<file path="config.mk">
export PLATFORM = sky130hd
export DESIGN_NAME = hazard_ctrl_flat
export DESIGN_NICKNAME = d
export VERILOG_FILES = /design/src/rtl/hazard_pkg.sv /design/src/rtl/hazard_if.sv /design/src/rtl/hazard_tag_pipe.sv /design/src/rtl/hazard_ctrl.sv /design/src/flat_wrapper.sv
export SDC_FILE = /design/constraint.sdc
export NUM_CORES = 1
export LEC_CHECK = 0
export ABC_AREA = 1
export CAP_MARGIN = 10
export CORE_ASPECT_RATIO = 0.8
export CORE_MARGIN = 4
export CORE_UTILIZATION = 55
export DETAILED_ROUTE_END_ITERATION = 8
export PLACE_DENSITY = 0.89
export SETUP_SLACK_MARGIN = 0.3
export SYNTH_ARGS = -nofsm -noshare
export SYNTH_HDL_FRONTEND = slang
export SYNTH_HIERARCHICAL = 1
export SYNTH_SLANG_ARGS = --single-unit
</file>
<file path="constraint.sdc">
create_clock -name clk -period 2.6 [get_ports clk]
set_input_delay 0.26 -clock clk [delete_from_list [all_inputs] [get_ports clk]]
set_output_delay 0.26 -clock clk [all_outputs]
set_load 0.02 [all_outputs]
</file>
<file path="src/rtl/hazard_pkg.sv">
// hazard_pkg: shared types for the pipeline hazard controller.
// Tag fields are sized by TAG_REG_W, which must match the REG_W used on the ports.
package hazard_pkg;

    localparam int TAG_REG_W = 5;

    typedef enum logic [1:0] {
        FWD_RF    = 2'b00,
        FWD_EXMEM = 2'b01,
        FWD_MEMWB = 2'b10
    } fwd_sel_t;

    typedef enum logic [1:0] {
        RUN,
        LD_STALL,
        FREEZE,
        FLUSH_PEND
    } hz_state_t;

    typedef struct packed {
        logic                 valid;
        logic [TAG_REG_W-1:0] rd;
        logic                 is_load;
        logic [TAG_REG_W-1:0] rs1;
        logic [TAG_REG_W-1:0] rs2;
        logic                 uses_rs1;
        logic                 uses_rs2;
    } tag_t;

    // near is the producer moving into EX/MEM and wins over far (moving into MEM/WB)
    function automatic fwd_sel_t fwd_pick(
        input logic                 reads,
        input logic [TAG_REG_W-1:0] rs,
        input tag_t                 near,
        input tag_t                 far
    );
        if (!reads || rs == '0)
            return FWD_RF;
        if (near.valid && near.rd == rs)
            return FWD_EXMEM;
        if (far.valid && far.rd == rs)
            return FWD_MEMWB;
        return FWD_RF;
    endfunction

endpackage

</file>
<file path="src/rtl/hazard_if.sv">
// hazard_if: ID-stage hazard inputs and pipeline control outputs of hazard_ctrl.
// The core side uses master, the controller uses slave.
interface hazard_if #(
    parameter int REG_W = 5,
    parameter int CNT_W = 16
);
    logic             id_valid;
    logic [REG_W-1:0] id_rs1;
    logic [REG_W-1:0] id_rs2;
    logic             id_uses_rs1;
    logic             id_uses_rs2;
    logic [REG_W-1:0] id_rd;
    logic             id_writes_rd;
    logic             id_is_load;
    logic             ex_branch_taken;
    logic             mem_busy;

    logic             stall_pc;
    logic             stall_if_id;
    logic             bubble_id_ex;
    logic             flush_if_id;
    logic             freeze_all;
    logic [1:0]       f_rs1;
    logic [1:0]       f_rs2;
    logic [CNT_W-1:0] stall_cycles;

    modport master (
        output id_valid, id_rs1, id_rs2, id_uses_rs1, id_uses_rs2,
               id_rd, id_writes_rd, id_is_load, ex_branch_taken, mem_busy,
        input  stall_pc, stall_if_id, bubble_id_ex, flush_if_id, freeze_all,
               f_rs1, f_rs2, stall_cycles
    );

    modport slave (
        input  id_valid, id_rs1, id_rs2, id_uses_rs1, id_uses_rs2,
               id_rd, id_writes_rd, id_is_load, ex_branch_taken, mem_busy,
        output stall_pc, stall_if_id, bubble_id_ex, flush_if_id, freeze_all,
               f_rs1, f_rs2, stall_cycles
    );

endinterface

</file>
<file path="src/rtl/hazard_tag_pipe.sv">
// hazard_tag_pipe: EX/MEM/WB destination-tag shift register.
// hold freezes all three entries; bubble loads an invalid tag into EX.
module hazard_tag_pipe
    import hazard_pkg::*;
(
    input  logic clk,
    input  logic reset,
    input  logic hold,
    input  logic bubble,
    input  tag_t id_tag,
    output tag_t ex_t,
    output tag_t mem_t,
    output tag_t wb_t
);

    always_ff @(posedge clk) begin
        if (reset) begin
            ex_t  <= '0;
            mem_t <= '0;
            wb_t  <= '0;
        end else if (!hold) begin
            wb_t  <= mem_t;
            mem_t <= ex_t;
            ex_t  <= bubble ? '0 : id_tag;
        end
    end

endmodule

</file>
<file path="src/rtl/hazard_ctrl.sv">
// hazard_ctrl: load-use stall, taken-branch flush, memory-wait freeze and
// registered forward selects for the five-stage integer core.
//
// state      | meaning
// RUN        | normal issue, no hazard pending
// LD_STALL   | previous cycle inserted a load-use bubble
// FREEZE     | memory busy, whole pipe held
// FLUSH_PEND | branch seen during freeze, flush due when memory releases
module hazard_ctrl
    import hazard_pkg::*;
#(
    parameter int REG_W = 5,
    parameter int CNT_W = 16
) (
    input  logic    clk,
    input  logic    reset,
    hazard_if.slave hz
);

    tag_t             id_tag;
    tag_t             ex_t;
    tag_t             mem_t;
    tag_t             wb_t;
    logic [REG_W-1:0] ex_rd;

    hz_state_t        state;
    hz_state_t        state_nx;
    hz_state_t        saved;
    hz_state_t        saved_nx;
    hz_state_t        cur;

    logic             rst_q;
    logic             gate;
    logic             load_use;
    logic             stall;
    logic             bubble;
    logic             flush;
    logic             freeze;

    fwd_sel_t         f_rs1_q;
    fwd_sel_t         f_rs2_q;
    logic [CNT_W-1:0] cnt;

    logic             unused_tag_bits;

    always_comb begin
        id_tag          = '0;
        id_tag.valid    = hz.id_valid && hz.id_writes_rd && (hz.id_rd != '0);
        id_tag.rd       = hz.id_rd;
        id_tag.is_load  = hz.id_is_load;
        id_tag.rs1      = hz.id_rs1;
        id_tag.rs2      = hz.id_rs2;
        id_tag.uses_rs1 = hz.id_uses_rs1;
        id_tag.uses_rs2 = hz.id_uses_rs2;
    end

    hazard_tag_pipe u_tag_pipe (
        .clk    (clk),
        .reset  (reset),
        .hold   (freeze),
        .bubble (bubble),
        .id_tag (id_tag),
        .ex_t   (ex_t),
        .mem_t  (mem_t),
        .wb_t   (wb_t)
    );

    assign ex_rd = ex_t.rd;

    assign load_use = ex_t.valid && ex_t.is_load && hz.id_valid &&
                      ((hz.id_uses_rs1 && hz.id_rs1 == ex_rd) ||
                       (hz.id_uses_rs2 && hz.id_rs2 == ex_rd));

    // Hazard outputs stay quiet on the reset cycle and the one after it.
    always_ff @(posedge clk) begin
        rst_q <= reset;
    end

    assign gate = reset || rst_q;

    always_ff @(posedge clk) begin
        if (reset) begin
            state <= RUN;
            saved <= RUN;
        end else begin
            state <= state_nx;
            saved <= saved_nx;
        end
    end

    // saved is the resume state; it doubles as the latch for a branch seen while frozen.
    always_comb begin
        state_nx = state;
        saved_nx = saved;
        stall    = 1'b0;
        bubble   = 1'b0;
        flush    = 1'b0;
        freeze   = 1'b0;
        cur      = (state == FREEZE) ? saved : state;

        if (gate) begin
            state_nx = RUN;
        end else if (hz.mem_busy) begin
            freeze   = 1'b1;
            state_nx = FREEZE;
            if (state != FREEZE)
                saved_nx = state;
            if (hz.ex_branch_taken)
                saved_nx = FLUSH_PEND;
        end else if (cur == FLUSH_PEND || hz.ex_branch_taken) begin
            flush    = 1'b1;
            bubble   = 1'b1;
            state_nx = RUN;
        end else if (load_use) begin
            stall    = 1'b1;
            bubble   = 1'b1;
            state_nx = LD_STALL;
        end else begin
            state_nx = RUN;
        end
    end

    always_ff @(posedge clk) begin
        if (reset) begin
            f_rs1_q <= FWD_RF;
            f_rs2_q <= FWD_RF;
        end else if (!freeze) begin
            if (bubble) begin
                f_rs1_q <= FWD_RF;
                f_rs2_q <= FWD_RF;
            end else begin
                f_rs1_q <= fwd_pick(hz.id_valid && hz.id_uses_rs1, hz.id_rs1, ex_t, mem_t);
                f_rs2_q <= fwd_pick(hz.id_valid && hz.id_uses_rs2, hz.id_rs2, ex_t, mem_t);
            end
        end
    end

    always_ff @(posedge clk) begin
        if (reset)
            cnt <= '0;
        else if ((stall || bubble || freeze) && cnt != '1)
            cnt <= cnt + CNT_W'(1);
    end

    // WB and source fields are carried for pipeline visibility only.
    assign unused_tag_bits = ^{wb_t, ex_t.rs1, ex_t.rs2, ex_t.uses_rs1, ex_t.uses_rs2,
                               mem_t.is_load, mem_t.rs1, mem_t.rs2,
                               mem_t.uses_rs1, mem_t.uses_rs2};

    assign hz.stall_pc     = stall;
    assign hz.stall_if_id  = stall;
    assign hz.bubble_id_ex = bubble;
    assign hz.flush_if_id  = flush;
    assign hz.freeze_all   = freeze;
    assign hz.f_rs1        = f_rs1_q;
    assign hz.f_rs2        = f_rs2_q;
    assign hz.stall_cycles = cnt;

endmodule

</file>
<file path="src/flat_wrapper.sv">
// flat-port wrapper written by rule: the top's interface ports become plain ports
module hazard_ctrl_flat import hazard_pkg::*;
#(
    parameter int REG_W = 5,
    parameter int CNT_W = 16
)
  (clk, reset, hz_id_valid, hz_id_rs1, hz_id_rs2, hz_id_uses_rs1, hz_id_uses_rs2, hz_id_rd, hz_id_writes_rd, hz_id_is_load, hz_ex_branch_taken, hz_mem_busy, hz_stall_pc, hz_stall_if_id, hz_bubble_id_ex, hz_flush_if_id, hz_freeze_all, hz_f_rs1, hz_f_rs2, hz_stall_cycles);
  hazard_if #(.REG_W(REG_W), .CNT_W(CNT_W)) hz_i ();
  input  logic clk;
  input  logic reset;
  input wire logic [$bits(hz_i.id_valid)-1:0] hz_id_valid;
  input wire logic [$bits(hz_i.id_rs1)-1:0] hz_id_rs1;
  input wire logic [$bits(hz_i.id_rs2)-1:0] hz_id_rs2;
  input wire logic [$bits(hz_i.id_uses_rs1)-1:0] hz_id_uses_rs1;
  input wire logic [$bits(hz_i.id_uses_rs2)-1:0] hz_id_uses_rs2;
  input wire logic [$bits(hz_i.id_rd)-1:0] hz_id_rd;
  input wire logic [$bits(hz_i.id_writes_rd)-1:0] hz_id_writes_rd;
  input wire logic [$bits(hz_i.id_is_load)-1:0] hz_id_is_load;
  input wire logic [$bits(hz_i.ex_branch_taken)-1:0] hz_ex_branch_taken;
  input wire logic [$bits(hz_i.mem_busy)-1:0] hz_mem_busy;
  output wire logic [$bits(hz_i.stall_pc)-1:0] hz_stall_pc;
  output wire logic [$bits(hz_i.stall_if_id)-1:0] hz_stall_if_id;
  output wire logic [$bits(hz_i.bubble_id_ex)-1:0] hz_bubble_id_ex;
  output wire logic [$bits(hz_i.flush_if_id)-1:0] hz_flush_if_id;
  output wire logic [$bits(hz_i.freeze_all)-1:0] hz_freeze_all;
  output wire logic [$bits(hz_i.f_rs1)-1:0] hz_f_rs1;
  output wire logic [$bits(hz_i.f_rs2)-1:0] hz_f_rs2;
  output wire logic [$bits(hz_i.stall_cycles)-1:0] hz_stall_cycles;
  assign hz_i.id_valid = hz_id_valid;
  assign hz_i.id_rs1 = hz_id_rs1;
  assign hz_i.id_rs2 = hz_id_rs2;
  assign hz_i.id_uses_rs1 = hz_id_uses_rs1;
  assign hz_i.id_uses_rs2 = hz_id_uses_rs2;
  assign hz_i.id_rd = hz_id_rd;
  assign hz_i.id_writes_rd = hz_id_writes_rd;
  assign hz_i.id_is_load = hz_id_is_load;
  assign hz_i.ex_branch_taken = hz_ex_branch_taken;
  assign hz_i.mem_busy = hz_mem_busy;
  assign hz_stall_pc = hz_i.stall_pc;
  assign hz_stall_if_id = hz_i.stall_if_id;
  assign hz_bubble_id_ex = hz_i.bubble_id_ex;
  assign hz_flush_if_id = hz_i.flush_if_id;
  assign hz_freeze_all = hz_i.freeze_all;
  assign hz_f_rs1 = hz_i.f_rs1;
  assign hz_f_rs2 = hz_i.f_rs2;
  assign hz_stall_cycles = hz_i.stall_cycles;
  hazard_ctrl #(.REG_W(REG_W), .CNT_W(CNT_W)) u_core (.clk(clk), .reset(reset), .hz(hz_i));
endmodule
</file>
# [Yosys cells after proc, flatten, opt, wreduce, memory -nomap -nowiden]
# Cells that the tools add are included.
# W data, S select, Z words.
[op_classes] add_sub_neg=1 n_eq_ne=10 mux=63 bitwise_logic=1 n_reduce_logical=30
[op_table] cell="$mux W1" n=43
[op_table] cell="$mux W2" n=19
[op_table] cell="$eq A5 B5 Y1" n=6
[op_table] cell="$mux W19" n=1
[op_table] cell="$add A16 B1 Y16 const B" n=1
[op_table] cell="$ne A16 B16 Y1 const B" n=1
[op_table] cell="$logic_and A1 B1 Y1" n=14
[op_table] cell="$logic_not A5 Y1" n=2
[op_table] cell="$logic_or A1 B1 Y1" n=7
[op_table] cell="$reduce_bool A5 Y1" n=1
[op_table] cell="$eq A2 B2 Y1 const B" n=2
[op_table] cell="$reduce_or A4 Y1" n=1
[op_table] cell="$reduce_and A3 Y1" n=1
[op_table] cell="$logic_not A1 Y1" n=2
[op_table] cell="$ne A2 B2 Y1 const B" n=1
[op_table] cell="$reduce_bool A2 Y1" n=1
[op_table] cell="$reduce_or A2 Y1" n=1
[op_table] cell="$not A1 Y1" n=1
[totals] reg_bits=38 inputBits=24 out_inout_bits=25 elab_cells=117

# [Logic depth before layout (Yosys ltp)]
[depth] depth_word=24 depth_mapped=13 depth_no_buf=12

# [Cells and area by module]
# The synthesis kept the hierarchy.
[by_module_without_submodules] mod="hazard_tag_pipe" n_inst=1 cells_each=248 area_each_um2=2204.6 seq_area_each_um2=1141.1
[by_module_without_submodules] mod="hazard_ctrl" n_inst=1 cells_each=270 area_each_um2=1811.7 seq_area_each_um2=500.5

# [Least setup slack after synthesis]
# No wires, ideal clock.
[synth_timing] path_type="register -> register" from="register u_core.cnt[0] (netlist: u_core/hz.stall_cycles[0])" to="register u_core.cnt[11] (netlist: u_core/hz.stall_cycles[11])" setup_ns=0.141 arrival_time_ns=1.587 t_required_ns=2.459 setup_slack_ns=0.872 path_stages_with_launch=10 path_buffers=1 cell_sequence="dfxtp_1 -> ha_1 -> nand3_2 -> nor3_2 -> nand3_1 -> nor2_2 -> inv_2 -> buf_4 -> nand3_2 -> a21oi_2"
[synth_between] elab_chain_len=2 word_cells_on_any_way=3 cone_classes="add/sub: 1; eq/ne: 1; reduce/logical: 1"
[synth_lines] item="start, declared" line="hazard_ctrl.sv:42" text="logic [CNT_W-1:0] cnt;"
[synth_lines] item="start signal, assigned" line="hazard_ctrl.sv:142" text="cnt <= cnt + CNT_W'(1);"
[synth_lines] item="branches (longest 2 deep; another with $add A16 B1 Y16)"
# Several ways; the timed one is not identified.
# A chain may end at the register's enable or synchronous reset.

# [Final worst setup path]
[layout_timing] from="input port hz_id_rs1[0]" to="output port hz_bubble_id_ex"
[layout_between] elab_chain_len=8
[layout_lines] item="start, declared" line="flat_wrapper.sv:12" text="input wire logic [$bits(hz_i.id_rs1)-1:0] hz_id_rs1;"
[layout_lines] item="$eq A5 B5 Y1" line="hazard_ctrl.sv:71" text="((hz.id_uses_rs1 && hz.id_rs1 == ex_rd) ||"
[layout_lines] item="$logic_and A1 B1 Y1" line="hazard_ctrl.sv:71"
[layout_lines] item="$logic_or A1 B1 Y1" line="hazard_ctrl.sv:71"
[layout_lines] item="$logic_and A1 B1 Y1" line="hazard_ctrl.sv:70" text="assign load_use = ex_t.valid && ex_t.is_load && hz.id_valid &&"
[layout_lines] item="$mux W1" line="hazard_ctrl.sv:114" text="end else if (load_use) begin"
[layout_lines] item="$mux W1" line="hazard_ctrl.sv:110" text="end else if (cur == FLUSH_PEND || hz.ex_branch_taken) begin"
[layout_lines] item="$mux W1" line="hazard_ctrl.sv:103" text="end else if (hz.mem_busy) begin"
[layout_lines] item="$mux W1" line="hazard_ctrl.sv:101" text="if (gate) begin"
[layout_lines] item="end, declared" line="flat_wrapper.sv:23" text="output wire logic [$bits(hz_i.bubble_id_ex)-1:0] hz_bubble_id_ex;"
# No other way between the ends.

==> impl_results.md <==
* Run status: completed
* Total clock sinks at 38
* Std cell rows at 21
* F_max at 465 MHz
* Dpl ws at 0.118 ns
* WP data required at 2.34 ns
* Nets at 401
* Drt drc at 0
* Beginning of the worst hold path: u_core/hz.f_rs1[0]
* Mapped Nets at between 300 and 400
* Vias at 2297
* Antenna Cells at 0
* Core area at 0.00420 mm2
* Placer congestion estimate at 1.02
* R2r worst-path depth at 10
* Max cap viols at 0
* Area delta synth->final at 19.9%
* Hold path depth at 2
* CTS Hold Buffers Added at 0
* Global-route wire length before repair at 9.81 mm
* Avg WL per Cell at 13.3 um
* Post-CTS Setup Bufs at 0
* Rel. slew slack at just over 70%
* Antenna Violating Nets Remaining at 0
* RR Startpoint: u_core/hz.stall_cycles[0]
* CP Capture Type: primary output
* Share of layout cells above drive strength 1 at 17.3%
* Final total power at 1.30 mW
* First-pass iteration count of the detailed router at 4
* Largest stage delay, worst path at 0.57 ns
* Max Slew Vio Count at 0
* Clock buffer depth at 2
* R2R Path End: u_core/hz.stall_cycles[0]
* Die area at 0.00553 mm2
* Avg Cell Area, Syn at 7.14 um2
* Synthesized area at 0.00242 mm2
* Fin. Hold Viols at 0
* Crit path cell chain: clkdlybuf4s50_1 > inv_2 > nand2_1 > nand2_1 > nor2_1 > nand4_1 > nand2_1 > nand2_2 > nand2_1 > dlygate4sd2_1
* Clk_lat worst skew at 0.29 ns
* Kind of path behind the tightest hold check: reg2reg
* IO Pins at 49
* Worst R2R Setup Slack at roughly 0.52 ns
* Setup TNS at 0 ns
* Fin crit period at 2.15 ns
* Total GRT Usage at 23.2%
* CP most frequent cell: nand2_1
* RSZ-0062 raised after global routing: no
* Total CTS buffers at 5
* Post-detail-place hpwl at 4.33 mm
* Worst Setup Slack, final at about 0.45 ns
* Final Cycle Share at 82.7%
* Gr ovfl total at 0
* Power Density at 449 mW/mm2
* CP Data Arrival Time at 1.89 ns
* Post-DR vias/cell at 5.30
* 1st-iter DRT viols at 301
* CP startpoint kind: primary input
* Leak Pwr at 1.09 nW
* WHS Endpoint: u_core/hz.f_rs1[0]
* H-tree levels at 2
* Clock skew at 0.00462 ns
* Worst vdd ir at about 0.29 mV
* Antenna violations before repair at 0
* Placement-stage cell area at 0.00280 mm2
* Root Buffer: clkbuf_8
* Fin area at 0.00290 mm2
* Initial Util at between 50% and 60%
* Setup violators final at 0
* Tightest Pin Transition at 0.429 ns
* Hold slack at 0.472 ns
* Port Buffers at 48
* Largest net degree at the start of global routing at 33
* CTS clk-pin slew, worst paths at 0.07 ns
* CP Max Fanout at 4
* CTS tree: done
* Die width at 82.2 um
* Crit Path Class: in2out
* Vias in the first global route at around 2100
* Post-Route WL at a little under 6 mm
* Synthesized instance count at 339
* Chip height at 67.3 um
* Slowest stage cell, crit path: clkdlybuf4s50_1
* Yosys warns at 6
==> cell type report <==
cell class                 count  area [um2]
clock buffer                   6        82.6
clock inverter                 1        30.0
fill                         369        1300
inverter                      30         113
multi-input combinational    249        1350
sequential                    38         761
tap                           57        71.3
timing repair buffer          52         499
==> sequential cells by signal, indices dropped and copies added (netlist names) <==
register / cells
u_core/state: 2
u_core/hz.f_rs1: 2
u_core/u_tag_pipe/ex_t: 7
u_core/u_tag_pipe/mem_t: 6
u_core/saved: 2
u_core/rst_q: 1
u_core/hz.stall_cycles: 16
u_core/hz.f_rs2: 2
==> where the power goes <==
group / internal, mW / switching, mW / total [mW] / leakage [nW]
Sequential: 0.597 / 0.0198 / 0.617 / 0.309
Clock: 0.307 / 0.212 / 0.518 / 0.0573
Combinational: 0.0757 / 0.0928 / 0.169 / 0.727
==> cell usage in the layout (no fill, tap or decap), types with 4 or more instances in the layout <==
cell type and instances:
nand2_1 92, clkdlybuf4s50_1 45, dfxtp_1 38, nor2_1 36
inv_1 19, a21oi_1 18, nand3_1 16, a21oi_2 16
xor2_1 12, inv_2 11, nand3_2 11, xnor2_1 7
nand4_1 7, clkbuf_8 6, nand2_2 6, nor3_1 6
nor2_2 4, nor4_1 4, buf_4 4
==> critical path, delay by kind of cell <==
family | cells | cell delay (ns)
buffers and inverters | 3 | 0.96
and+or+nand+nor | 7 | 0.67
==> repair_timing <==
action,4_1_cts,5_1_grt
setup endpoints to repair,3,2
pin swaps,0,0
gates resized for setup,3,4
hold endpoints to repair,0,0
==> per-layer routing <==
layer  vias to the layer above  share of wire, %  GRT usage [%]
li1                       1154                 -              -
met1                      1062                49           32.9
met2                        73                44           34.3
met3                         8               6.3           4.80
met4                         0               1.2           8.71
met5                         -                 0              0
==> worst max path at each step <==
| stage | start | to | slack, ns | depth (start not counted) |
|---|---|---|---|---|
| after detailed placement | hz_id_rs1[0] | hz_stall_pc | 0.12 | 10 |
| after global placement | hz_id_rs1[0] | hz_stall_if_id | 0.16 | 10 |
| after floorplan | u_core/hz.stall_cycles[0] | u_core/hz.stall_cycles[11] | 0.87 | 9 |
| final | hz_id_rs1[0] | hz_bubble_id_ex | 0.45 | 10 |
| after CTS | hz_id_rs1[0] | hz_stall_pc | 0.40 | 10 |
| after global routing | u_core/hz.stall_cycles[0] | u_core/hz.stall_cycles[0] | 0.32 | 10 |
==> through the flow <==
| stage | util (%) | std cells |
|---|---|---|
| after floorplan | - | 339 |
| after global placement | 66.6 | 426 |
| after detailed placement | 66.6 | 426 |
| after CTS | 69.2 | 433 |
| after global routing | 69.0 | 433 |
| final | 69.0 | 433 |
(Power assumes the default switching activity.)
